--- src/rtl/req_encoder8_3_if.sv ---
// Request/encoded-index bus between event sources and the round-robin encoder.
// The master drives requests and consumes indices; the encoder is the slave.
interface req_encoder8_3_if;
   logic       enable;
   logic [7:0] req;
   logic       out_ready;
   logic       out_valid;
   logic [2:0] out_idx;
   logic [7:0] pending;

   modport master (
      output enable, req, out_ready,
      input  out_valid, out_idx, pending
   );

   modport slave (
      input  enable, req, out_ready,
      output out_valid, out_idx, pending
   );
endinterface

--- src/rtl/req_encoder8_3.sv ---
// Round-robin 8-to-3 request encoder: sticky pending bits, fair search from ptr,
// and a registered valid/ready output stage emitting one index per cycle.
module req_encoder8_3_lane (
   input  logic clk,
   input  logic reset,
   input  logic set,
   input  logic clr,
   output logic pend
);
   // Set wins over clear so a re-request on the serving edge is never lost.
   always_ff @(posedge clk or posedge reset) begin
      if (reset) pend <= 1'b0;
      else       pend <= (pend & ~clr) | set;
   end
endmodule

module req_encoder8_3 (
   input  logic             clk,
   input  logic             reset,
   req_encoder8_3_if.slave  bus
);
   localparam int NUM_LANES = 8;

   typedef enum logic {S_IDLE, S_VALID} state_t;

   state_t                 state, state_nxt;
   logic [2:0]             ptr, ptr_nxt;
   logic [2:0]             idx_q, idx_nxt;
   logic [2:0]             winner, cand;
   logic                   found;
   logic                   stage_free;
   logic                   load;
   logic [NUM_LANES-1:0]   pend, set, clr;

   assign set = bus.enable ? bus.req : '0;

   req_encoder8_3_lane u_lane [NUM_LANES-1:0] (
      .clk   (clk),
      .reset (reset),
      .set   (set),
      .clr   (clr),
      .pend  (pend)
   );

   // First pending bit at or after ptr, wrapping modulo 8.
   always_comb begin
      winner = ptr;
      found  = 1'b0;
      cand   = ptr;
      for (int i = 0; i < NUM_LANES; i++) begin
         cand = ptr + 3'(i);
         if (!found && pend[cand]) begin
            winner = cand;
            found  = 1'b1;
         end
      end
   end

   assign stage_free = (state == S_IDLE) || bus.out_ready;
   assign load       = stage_free && found;
   assign clr        = load ? (NUM_LANES'(1) << winner) : '0;

   always_ff @(posedge clk or posedge reset) begin
      if (reset) begin
         state <= S_IDLE;
         ptr   <= '0;
         idx_q <= '0;
      end else begin
         state <= state_nxt;
         ptr   <= ptr_nxt;
         idx_q <= idx_nxt;
      end
   end

   // Index and pointer only move on a load; a stalled stage holds both.
   always_comb begin
      state_nxt = state;
      ptr_nxt   = ptr;
      idx_nxt   = idx_q;
      if (stage_free) begin
         if (found) begin
            state_nxt = S_VALID;
            idx_nxt   = winner;
            ptr_nxt   = winner + 3'd1;
         end else begin
            state_nxt = S_IDLE;
         end
      end
   end

   assign bus.out_valid = (state == S_VALID);
   assign bus.out_idx   = idx_q;
   assign bus.pending   = pend;
endmodule

--- src/flat_wrapper.sv ---
// flat-port wrapper written by rule: the top's interface ports become plain ports
module req_encoder8_3_flat 
  (clk, reset, bus_enable, bus_req, bus_out_ready, bus_out_valid, bus_out_idx, bus_pending);
  req_encoder8_3_if bus_i ();
  input  logic clk;
  input  logic reset;
  input wire logic [$bits(bus_i.enable)-1:0] bus_enable;
  input wire logic [$bits(bus_i.req)-1:0] bus_req;
  input wire logic [$bits(bus_i.out_ready)-1:0] bus_out_ready;
  output wire logic [$bits(bus_i.out_valid)-1:0] bus_out_valid;
  output wire logic [$bits(bus_i.out_idx)-1:0] bus_out_idx;
  output wire logic [$bits(bus_i.pending)-1:0] bus_pending;
  assign bus_i.enable = bus_enable;
  assign bus_i.req = bus_req;
  assign bus_i.out_ready = bus_out_ready;
  assign bus_out_valid = bus_i.out_valid;
  assign bus_out_idx = bus_i.out_idx;
  assign bus_pending = bus_i.pending;
  req_encoder8_3 u_core (.clk(clk), .reset(reset), .bus(bus_i));
endmodule
--- config.mk ---
export PLATFORM = sky130hd
export DESIGN_NAME = req_encoder8_3_flat
export DESIGN_NICKNAME = d
export VERILOG_FILES = /design/src/rtl/req_encoder8_3_if.sv /design/src/rtl/req_encoder8_3.sv /design/src/flat_wrapper.sv
export SDC_FILE = /design/constraint.sdc
export NUM_CORES = 1
export LEC_CHECK = 0
export ABC_AREA = 0
export CORE_MARGIN = 4
export CORE_UTILIZATION = 50
export DETAILED_ROUTE_END_ITERATION = 6
export HOLD_SLACK_MARGIN = 0.06
export PLACE_DENSITY = 0.77
export SETUP_SLACK_MARGIN = 0.5
export SYNTH_ARGS = -nofsm -noshare
export SYNTH_HDL_FRONTEND = slang
export SYNTH_SLANG_ARGS = --single-unit
--- constraint.sdc ---
create_clock -name clk -period 3.4 [get_ports clk]
set_input_delay 0.51 -clock clk [delete_from_list [all_inputs] [get_ports clk]]
set_output_delay 0.51 -clock clk [all_outputs]
set_load 0.05 [all_outputs]
# Word level (Yosys, flattened, before mapping)
# Index checks and enable logic that the tools add are counted.
[totals]
word_cells = 104
output_inout_bits = 12
regBits = 15
[classes]
add_sub_neg = 8
bitwise = 25
magnitude_cmp = 8
reduce_logical = 17
shift = 1
mux = 34
[ops]
columns = ["cell", "n"]
rows = [
  ["3-bit by 4-bit less-than comparator with 1-bit output (second input constant)", 8],
  ["1-bit binary-select mux with 3-bit select", 8],
  ["3-bit two-way mux", 7],
  ["1-bit two-way mux", 17],
  ["8-bit two-way mux", 2],
  ["3-bit adder (second input constant)", 4],
  ["1-bit inverter", 9],
  ["1-bit AND", 8],
  ["1-bit logical AND", 8],
  ["1-bit OR", 8],
  ["1-bit by 3-bit << shifter with 8-bit output (first input constant)", 1],
  ["1-bit logical NOT", 7],
  ["3-bit by 1-bit adder with 3-bit output (second input constant)", 2],
  ["3-bit by 2-bit adder with 3-bit output (second input constant)", 2],
  ["2-bit AND reduction", 1],
  ["1-bit logical OR", 1],
]

# Depth between registers and ports, before layout
# Gate-level depths: netlist of the first run.
[depth]
word_depth = 29
depth_mapped = 17
mapped_depth_nobuf = 13

# Modules after synthesis
# Synthesis of the first run repeated with hierarchy kept, for this count alone.
[unflattened]
cells_unflattened = 206
hier_area_um2 = 1828.0
[by_module_without_submodules]
columns = ["module", "cells_each", "n_inst", "area_each_um2"]
rows = [
  ["req_encoder8_3", 174, 1, 1507.7],
  ["req_encoder8_3_lane", 4, 8, 40.0],
]

# Least setup slack after synthesis of the first run
# OpenSTA, ideal clock, no wires.
[synth_timing]
path_type = "register to register"
start = "reg u_core.ptr[0]"
end = "reg u_core.u_lane[6].pend"
arrival_ns = 3.522
period_less_slack_ns = 3.640
stages_incl_launch_ff = 17
path_buffers = 3
setup_ns = 0.118
slack_ns = -0.240
cell_sequence = "dfrtp_1 > buf_6 > buf_6 > inv_1 > ha_1 > clkbuf_2 > mux4_2 > mux2_2 > or3_1 > a221oi_2 > nor4_1 > o311a_1 > o21ai_1 > ha_1 > nand2_1 > a22o_1 > a21o_1"
[synth_between]
elab_chain_cells = 29
word_cells_on_any_way = 58
cone_classes = "7 x add/sub; 1 x shift; 32 x mux; 3 x bitwise; 15 x reduce/logical"
[synth_rtl]
columns = ["element", "line_no", "source"]
rows = [
  ["from (decl)", "req_encoder8_3.sv:27", "logic [2:0] ptr, ptr_nxt;"],
  ["from (signal assigned)", "req_encoder8_3.sv:70", "ptr <= ptr_nxt;"],
  ["branches (longest 23 deep; another with 3-bit by 1-bit adder with 3-bit output)", "-", ""],
  ["3-bit two-way mux (*)", "req_encoder8_3.sv:52", "if (!found && pend[cand]) begin"],
  ["net u_core.winner[1]", "req_encoder8_3.sv:29", "logic [2:0] winner, cand;"],
  ["1-bit by 3-bit << shifter with 8-bit output (*)", "req_encoder8_3.sv:61", "assign clr = load ? (NUM_LANES'(1) << winner) : '0;"],
  ["8-bit two-way mux (*)", "req_encoder8_3.sv:61", ""],
  ["1-bit inverter (*)", "req_encoder8_3.sv:13", "else pend <= (pend & ~clr) | set;"],
  ["1-bit AND (*)", "req_encoder8_3.sv:13", ""],
  ["1-bit OR (*)", "req_encoder8_3.sv:13", ""],
  ["to (signal assigned)", "req_encoder8_3.sv:13", ""],
  ["to (decl)", "req_encoder8_3.sv:8", "output logic pend"],
]
# Mark *: on every way through the listed nets, which the timed path passes. The select of a mux whose other input is x is not followed.
# A chain may end at the register's enable or synchronous reset.

# Worst setup path after layout of the first run
[layout_timing]
start = "reg u_core.ptr[1]"
end = "reg u_core.u_lane[7].pend"
[layout_between]
elab_chain_cells = 29
word_cells_on_any_way = 58
cone_classes = "7 x add/sub; 1 x shift; 32 x mux; 3 x bitwise; 15 x reduce/logical"
[layout_rtl]
columns = ["element", "line_no"]
rows = [
  ["branches (longest 23 deep; another with 3-bit by 1-bit adder with 3-bit output)", "-"],
  ["3-bit two-way mux (*)", "req_encoder8_3.sv:52"],
  ["net u_core.winner[1]", "req_encoder8_3.sv:29"],
  ["1-bit by 3-bit << shifter with 8-bit output (*)", "req_encoder8_3.sv:61"],
  ["8-bit two-way mux (*)", "req_encoder8_3.sv:61"],
  ["1-bit inverter (*)", "req_encoder8_3.sv:13"],
  ["1-bit AND (*)", "req_encoder8_3.sv:13"],
  ["1-bit OR (*)", "req_encoder8_3.sv:13"],
  ["to (signal assigned)", "req_encoder8_3.sv:13"],
  ["to (decl)", "req_encoder8_3.sv:8"],
]
# Marks and branches as above.

==> results of run 1 <==
==> cell usage in the layout, fill, tap and decap left out, drive strengths merged, types with 2 or more instances in the layout <==
cell type,count
and2,2
o211ai,4
nand2,14
clkbuf,3
o21a,3
a21o,3
dfrtp,15
nor4,2
mux2i,9
clkinv,2
nand3,3
clkdlybuf4s50,23
ha,7
o22ai,3
a31oi,2
a21boi,2
mux2,5
nor2,10
a22o,5
a21oi,6
or2,2
mux4,12
buf,38
nand2b,4
inv,9
xor2,2
or3,3
nor3,2
a22oi,4
o21ai,11
nor3b,2
==> cells in the mapped netlist, drive strengths merged (2+ instances only) <==
| library cell | count |
|---|---|
| o21a | 3 |
| nor4 | 2 |
| nor3b | 2 |
| a22o | 5 |
| a22oi | 4 |
| o22ai | 3 |
| dfrtp | 15 |
| or3 | 3 |
| buf | 14 |
| a21o | 3 |
| a21boi | 2 |
| xor2 | 2 |
| nor2 | 10 |
| nand2b | 4 |
| inv | 9 |
| ha | 7 |
| nand2 | 14 |
| mux2 | 5 |
| mux2i | 9 |
| mux4 | 12 |
| nand3 | 3 |
| o21ai | 11 |
| a21oi | 6 |
| o211ai | 4 |
| nor3 | 2 |
| a31oi | 2 |
| or2 | 2 |
| and2 | 2 |
| clkbuf | 5 |
==> flip-flops by register name (all words and copies together), names as in the netlist <==
signal,count
u_core.u_lane.pend,8
u_core.bus.out_valid,1
u_core.ptr,3
u_core.bus.out_idx,3
==> worst max-delay path: stages (launching register included) <==
cell	delay [ns]
dfrtp_2	0.42
clkinv_2	0.10
ha_4	0.31
mux4_2	0.32
mux2_4	0.29
or3_4	0.37
a221oi_2	0.29
nor4_1	0.07
o311a_1	0.35
o21ai_2	0.17
ha_2	0.23
ha_4	0.12
nand2_1	0.04
a22o_1	0.21
==> metrics by stage <==
stage / hold WS [ns] / cell area, um2 / cells / util, % / setup TNS (ns)
after floorplan: 0.411 / 1800 / 181 / - / -0.141
after global placement: 0.483 / 2130 / 260 / 64.0 / -0.111
after detailed placement: 0.485 / 2130 / 260 / 64.0 / -0.343
after CTS: 0.517 / 2260 / 270 / 67.8 / -0.0190
after global routing: 0.560 / 2370 / 273 / 70.9 / -0.731
final: 0.514 / 2370 / 273 / 70.9 / -0.00227
==> per-layer routing <==
layer	up-vias	GRT usage, %	share of wire, %
met5	-	0	0
met4	0	11.4	2.3
met3	10	2.19	6.6
met2	88	39.4	53
met1	837	30.2	38
li1	766	-	-
==> cell type report <==
type                       count  area [um2]
clock buffer                   3        22.5
clock inverter                 1        5.00
fill                         255         971
inverter                      10        41.3
multi-input combinational    137        1340
sequential                    15         378
tap                           46        57.6
timing repair buffer          61         523
==> what timing repair did <==
item                                    in CTS  in global routing
endpoints found under the setup margin      14                 14
pin swaps                                    3                  2
hold buffers                                 0                  0
resized for setup                           12                 16
buffers inserted                             6                  3
==> logic make-up after synthesis <==
| kind of cell | count (synthesis) | synth area share (%) |
|---|---|---|
| flops | 15 | 21.6 |
| simple gates | 49 | 15.1 |
| mux | 26 | 24.4 |
| xor+xnor | 3 | 1.51 |
| compound gates | 52 | 21.1 |
| buf+inv | 29 | 11.2 |
| fa+ha+maj | 7 | 5.04 |
==> how the worst max path moves through the flow <==
stage	from	end	slack, ns	cells past startpoint
2_1_floorplan	u_core.ptr[0]$_DFFE_PP0P_	u_core.u_lane[6].pend$_DFF_PP0_	-0.07	16
3_3_place_gp	u_core.ptr[1]$_DFFE_PP0P_	u_core.u_lane[6].pend$_DFF_PP0_	-0.06	12
3_5_place_dp	u_core.ptr[1]$_DFFE_PP0P_	u_core.u_lane[6].pend$_DFF_PP0_	-0.1	12
4_1_cts	u_core.ptr[1]$_DFFE_PP0P_	u_core.u_lane[6].pend$_DFF_PP0_	-0.01	13
5_1_grt	u_core.ptr[0]$_DFFE_PP0P_	u_core.u_lane[4].pend$_DFF_PP0_	-0.14	12
6_report	u_core.ptr[1]$_DFFE_PP0P_	u_core.u_lane[7].pend$_DFF_PP0_	-0.002	13
==> run_results.csv, run 1 <==
group,metric,value,unit
worst_hold_path,min_to,"u_core.bus.out_idx[2]$_DFFE_PP0P_",
routing,ant_nets,0,
final_layout,antennaDiodeCount,0,
clocking,cts-root-buf,"clkbuf_4",
critical_path,cp.required,3.58,ns
place,port_buffers,23,
worst_hold_path,holdPathStages,2,
timing,finClkSkew,0.00677,ns
grt,grt_overflow_total,0,
routing,num_vias,1701,
timing,tightest_slew,0.580,ns
routing,via_per_inst,6.23,
die,die_y,67.0,um
clocking,cts_buffers,3,
timing,period_minus_slack,3.40,ns
place,dp_hpwl,3630,um
synthesis,postSynthAreaPerCell,9.60,um2
grt,grt_pass1_vias,1656,
die,core_area,3340,um2
grt,antenna_found_initial,0,
critical_path,reg2regPathDepth,13,
synthesis,yosysUniqueCellTypes,57,
clocking,htree_levels,1,
timing,rsz0062_at_grt,"true",
final_layout,fin_nets,247,
synthesis,synth_top_cell_area_share,21.6,%
synthesis,yosysTopAreaCell,"dfrtp_1",
clocking,clk_pin_slew,0.09,ns
clocking,numClockSinks,15,
critical_path,ff2ff_setup_slack,-0.002,ns
timing,period_share,100,%
die,die_x,67.0,um
synthesis,yosys_warnings,0,
die,start_util,52.1,%
run,drv_cap,0,
routing,dr.pass1.iters,4,
timing,slew_viol_final,0,
run_status,outcome,"finished with violations",
critical_path,critPathKind,"reg2reg",
synthesis,synthCells,181,
synthesis,synth_edf_count,0,
final_layout,area_growth,36.1,%
final_layout,drive_gt1_share,40.1,%
critical_path,r2r_end,"u_core.u_lane[7].pend$_DFF_PP0_",
clocking,cts_tree,"done",
grt,grt_max_degree,16,
die,die_area,4480,um2
synthesis,synth.area.top_cells,"dfrtp_1, mux4_2, mux2i_1",
place,dp_worst_setup_slack,-0.0967,ns
grt,grt_pass1_wl,8050,um
timing,clock.fmax,0.294,GHz
routing,wire_per_inst,18.9,um
synthesis,synth_nets,200,
synthesis,synthesis.area,1740,um2
routing,drc,0,
timing,hold_viol_final,0,
routing,drtIter0Drc,111,
die,pin_count,24,
timing,slew_headroom,61.3,%
run_status,violations,"setup timing",
synthesis,synth-seq-area-share,21.6,%
clocking,clk_latency,0.28,ns
clocking,clockBufferDepth,2,
timing,finalWorstSetupSlack,-0.00227,ns
place,gp_congestion,0.976,
worst_hold_path,min_from,"u_core.bus.out_idx[2]$_DFFE_PP0P_",
critical_path,crit_arrival,3.58,ns
critical_path,r2r_start,"u_core.ptr[1]$_DFFE_PP0P_",
timing,setup_viol,1,
die,rows,21,
critical_path,path_max_fanout,5,
critical_path,startpoint_type,"flip-flop",
critical_path,end_kind,"flip-flop",
synthesis,synth_seq_cells,15,
worst_hold_path,hold_class,"reg2reg",
routing,drt_wl_total,5160,um
synthesis,async_reset_ff_share,100,%
grt,grt_usage,23.5,%
synthesis,synth_ff_type,"dfrtp_1",
Power of run 1 is not shown: default switching activity piles up to over one toggle a cycle in this logic, so the estimate is an artifact.
==> run 2: changes to the inputs <==
- CORE_UTILIZATION: 50 -> 48
- DONT_BUFFER_PORTS: unset -> 1
- PLACE_DENSITY: 0.77 -> 0.65
==> run_results.csv, run 2 (synthesized netlist as in run 1, its figures left out) <==
group,metric,value,unit
final_layout,largest_register_ffs,8,
timing,slew_headroom,62.0,%
routing,ant_nets,0,
timing,finalWorstSetupSlack,-0.0542,ns
die,pin_count,24,
run_status,outcome,"finished with violations",
die,die_area,4650,um2
clocking,cts-root-buf,"clkbuf_4",
place,gp_congestion,0.917,
clocking,clk_latency,0.29,ns
die,die_x,68.2,um
timing,setup_viol,4,
die,core_area,3420,um2
place,dp_hpwl,3600,um
routing,drc,0,
final_layout,fillers,282,
final_layout,area_growth,26.4,%
clocking,clockBufferDepth,2,
timing,clock.fmax,0.290,GHz
routing,wire_per_inst,19.5,um
place,dp_worst_setup_slack,-0.0516,ns
clocking,numClockSinks,15,
run_status,violations,"setup timing",
routing,via_per_inst,6.17,
final_layout,regArea,377,um2
die,die_y,68.2,um
timing,period_share,102,%
place,port_buffers,0,
critical_path,end_kind,"flip-flop",
final_layout,drive_gt1_share,45.9,%
critical_path,critPathKind,"reg2reg",
die,start_util,50.9,%
timing,period_minus_slack,3.45,ns
routing,dr.pass1.iters,4,
critical_path,crit_arrival,3.64,ns
final_layout,fin_nets,229,
grt,grt_pass1_vias,1650,
critical_path,cp.required,3.59,ns
timing,rsz0062_at_grt,"true",
final_layout,layout_commonest_cell,"buf_4",
routing,drt_wl_total,4960,um
grt,antenna_found_initial,0,
routing,num_vias,1574,
final_layout,multiInputGateArea,1310,um2
final_layout,largest-register,"u_core.u_lane.pend",
final_layout,antennaDiodeCount,0,
grt,grt_usage,23.2,%
critical_path,path_max_fanout,8,
grt,grt_max_degree,19,
critical_path,startpoint_type,"flip-flop",
worst_hold_path,hold_class,"in2async",
timing,hold_viol_final,0,
clocking,htree_levels,1,
routing,drtIter0Drc,154,
clocking,cts_buffers,3,
timing,finClkSkew,0.000976,ns
grt,grt_overflow_total,0,
die,rows,21,
grt,grt_pass1_wl,7960,um
clocking,cts_tree,"done",
run,drv_cap,0,
timing,tightest_slew,0.569,ns
timing,whs,0.152,ns
timing,slew_viol_final,0,
clocking,clk_pin_slew,0.09,ns
final_layout,final_cell_mix,"buf_4, dfrtp_1, nand2_1",
-- run 2: path summary, 6_finish.rpt --
check                                                 from  slack [ns]                           endpoint  depth (start not counted)
max reg2reg                      u_core.ptr[0]$_DFFE_PP0P_       -0.05    u_core.u_lane[6].pend$_DFF_PP0_                         13
max                              u_core.ptr[0]$_DFFE_PP0P_       -0.05    u_core.u_lane[6].pend$_DFF_PP0_                         13
min reg2reg                u_core.u_lane[4].pend$_DFF_PP0_        0.61    u_core.u_lane[4].pend$_DFF_PP0_                          1
min in group clk                                bus_enable        0.35    u_core.u_lane[3].pend$_DFF_PP0_                          1
min                                                  reset        0.15  u_core.bus.out_idx[2]$_DFFE_PP0P_                          1
max in group asynchronous                            reset        2.84          u_core.ptr[0]$_DFFE_PP0P_                          1
-- run 2: area by class of cell --
cell class | instances | share of cell area [%]
multi-input cells | 137 | 59.8
well taps | 46 | 2.62
repair buffers | 43 | 17.3
flip-flops and latches | 15 | 17.2
inverters | 10 | 1.88
clock inverters | 1 | 0.228
clock buffers | 3 | 1.03
-- run 2: what timing repair did --
item	4_1_cts	5_1_grt
setup endpoints to repair	12	14
cloned	1	0
hold buffers	0	0
pin swaps	7	1
gates resized for setup	15	11
setup buffers	10	2
-- run 2: layer usage --
metal / up-vias / track usage [%] / part of all wire, %
li1: 730 / - / -
met3: 19 / 2.96 / 5.3
met1: 757 / 29.3 / 40
met2: 68 / 38.1 / 51
met5: - / 0 / 0
met4: 0 / 12.9 / 3.9
-- run 2: per-stage QoR --
step | TNS, ns | cell area (um2) | cells | utilization (%)
after floorplan | -0.141 | 1800 | 181 | -
after global placement | 0 | 1920 | 238 | 56.3
after detailed placement | -0.0516 | 1920 | 238 | 56.3
after CTS | 0 | 2120 | 253 | 62.1
after global routing | -0.843 | 2200 | 255 | 64.3
final | -0.103 | 2200 | 255 | 64.3
-- run 2: worst max-delay path: stages, from the launching register on --
cell	delay, ns
dfrtp_2	0.47
buf_12	0.16
buf_6	0.11
mux4_2	0.45
nand2b_1	0.08
mux4_2	0.54
a221oi_4	0.35
nor4_2	0.07
o311a_1	0.34
o21ai_2	0.17
ha_2	0.21
nand2_2	0.07
a22o_1	0.19
a21o_1	0.15
Power of run 2 is left out for the same reason.
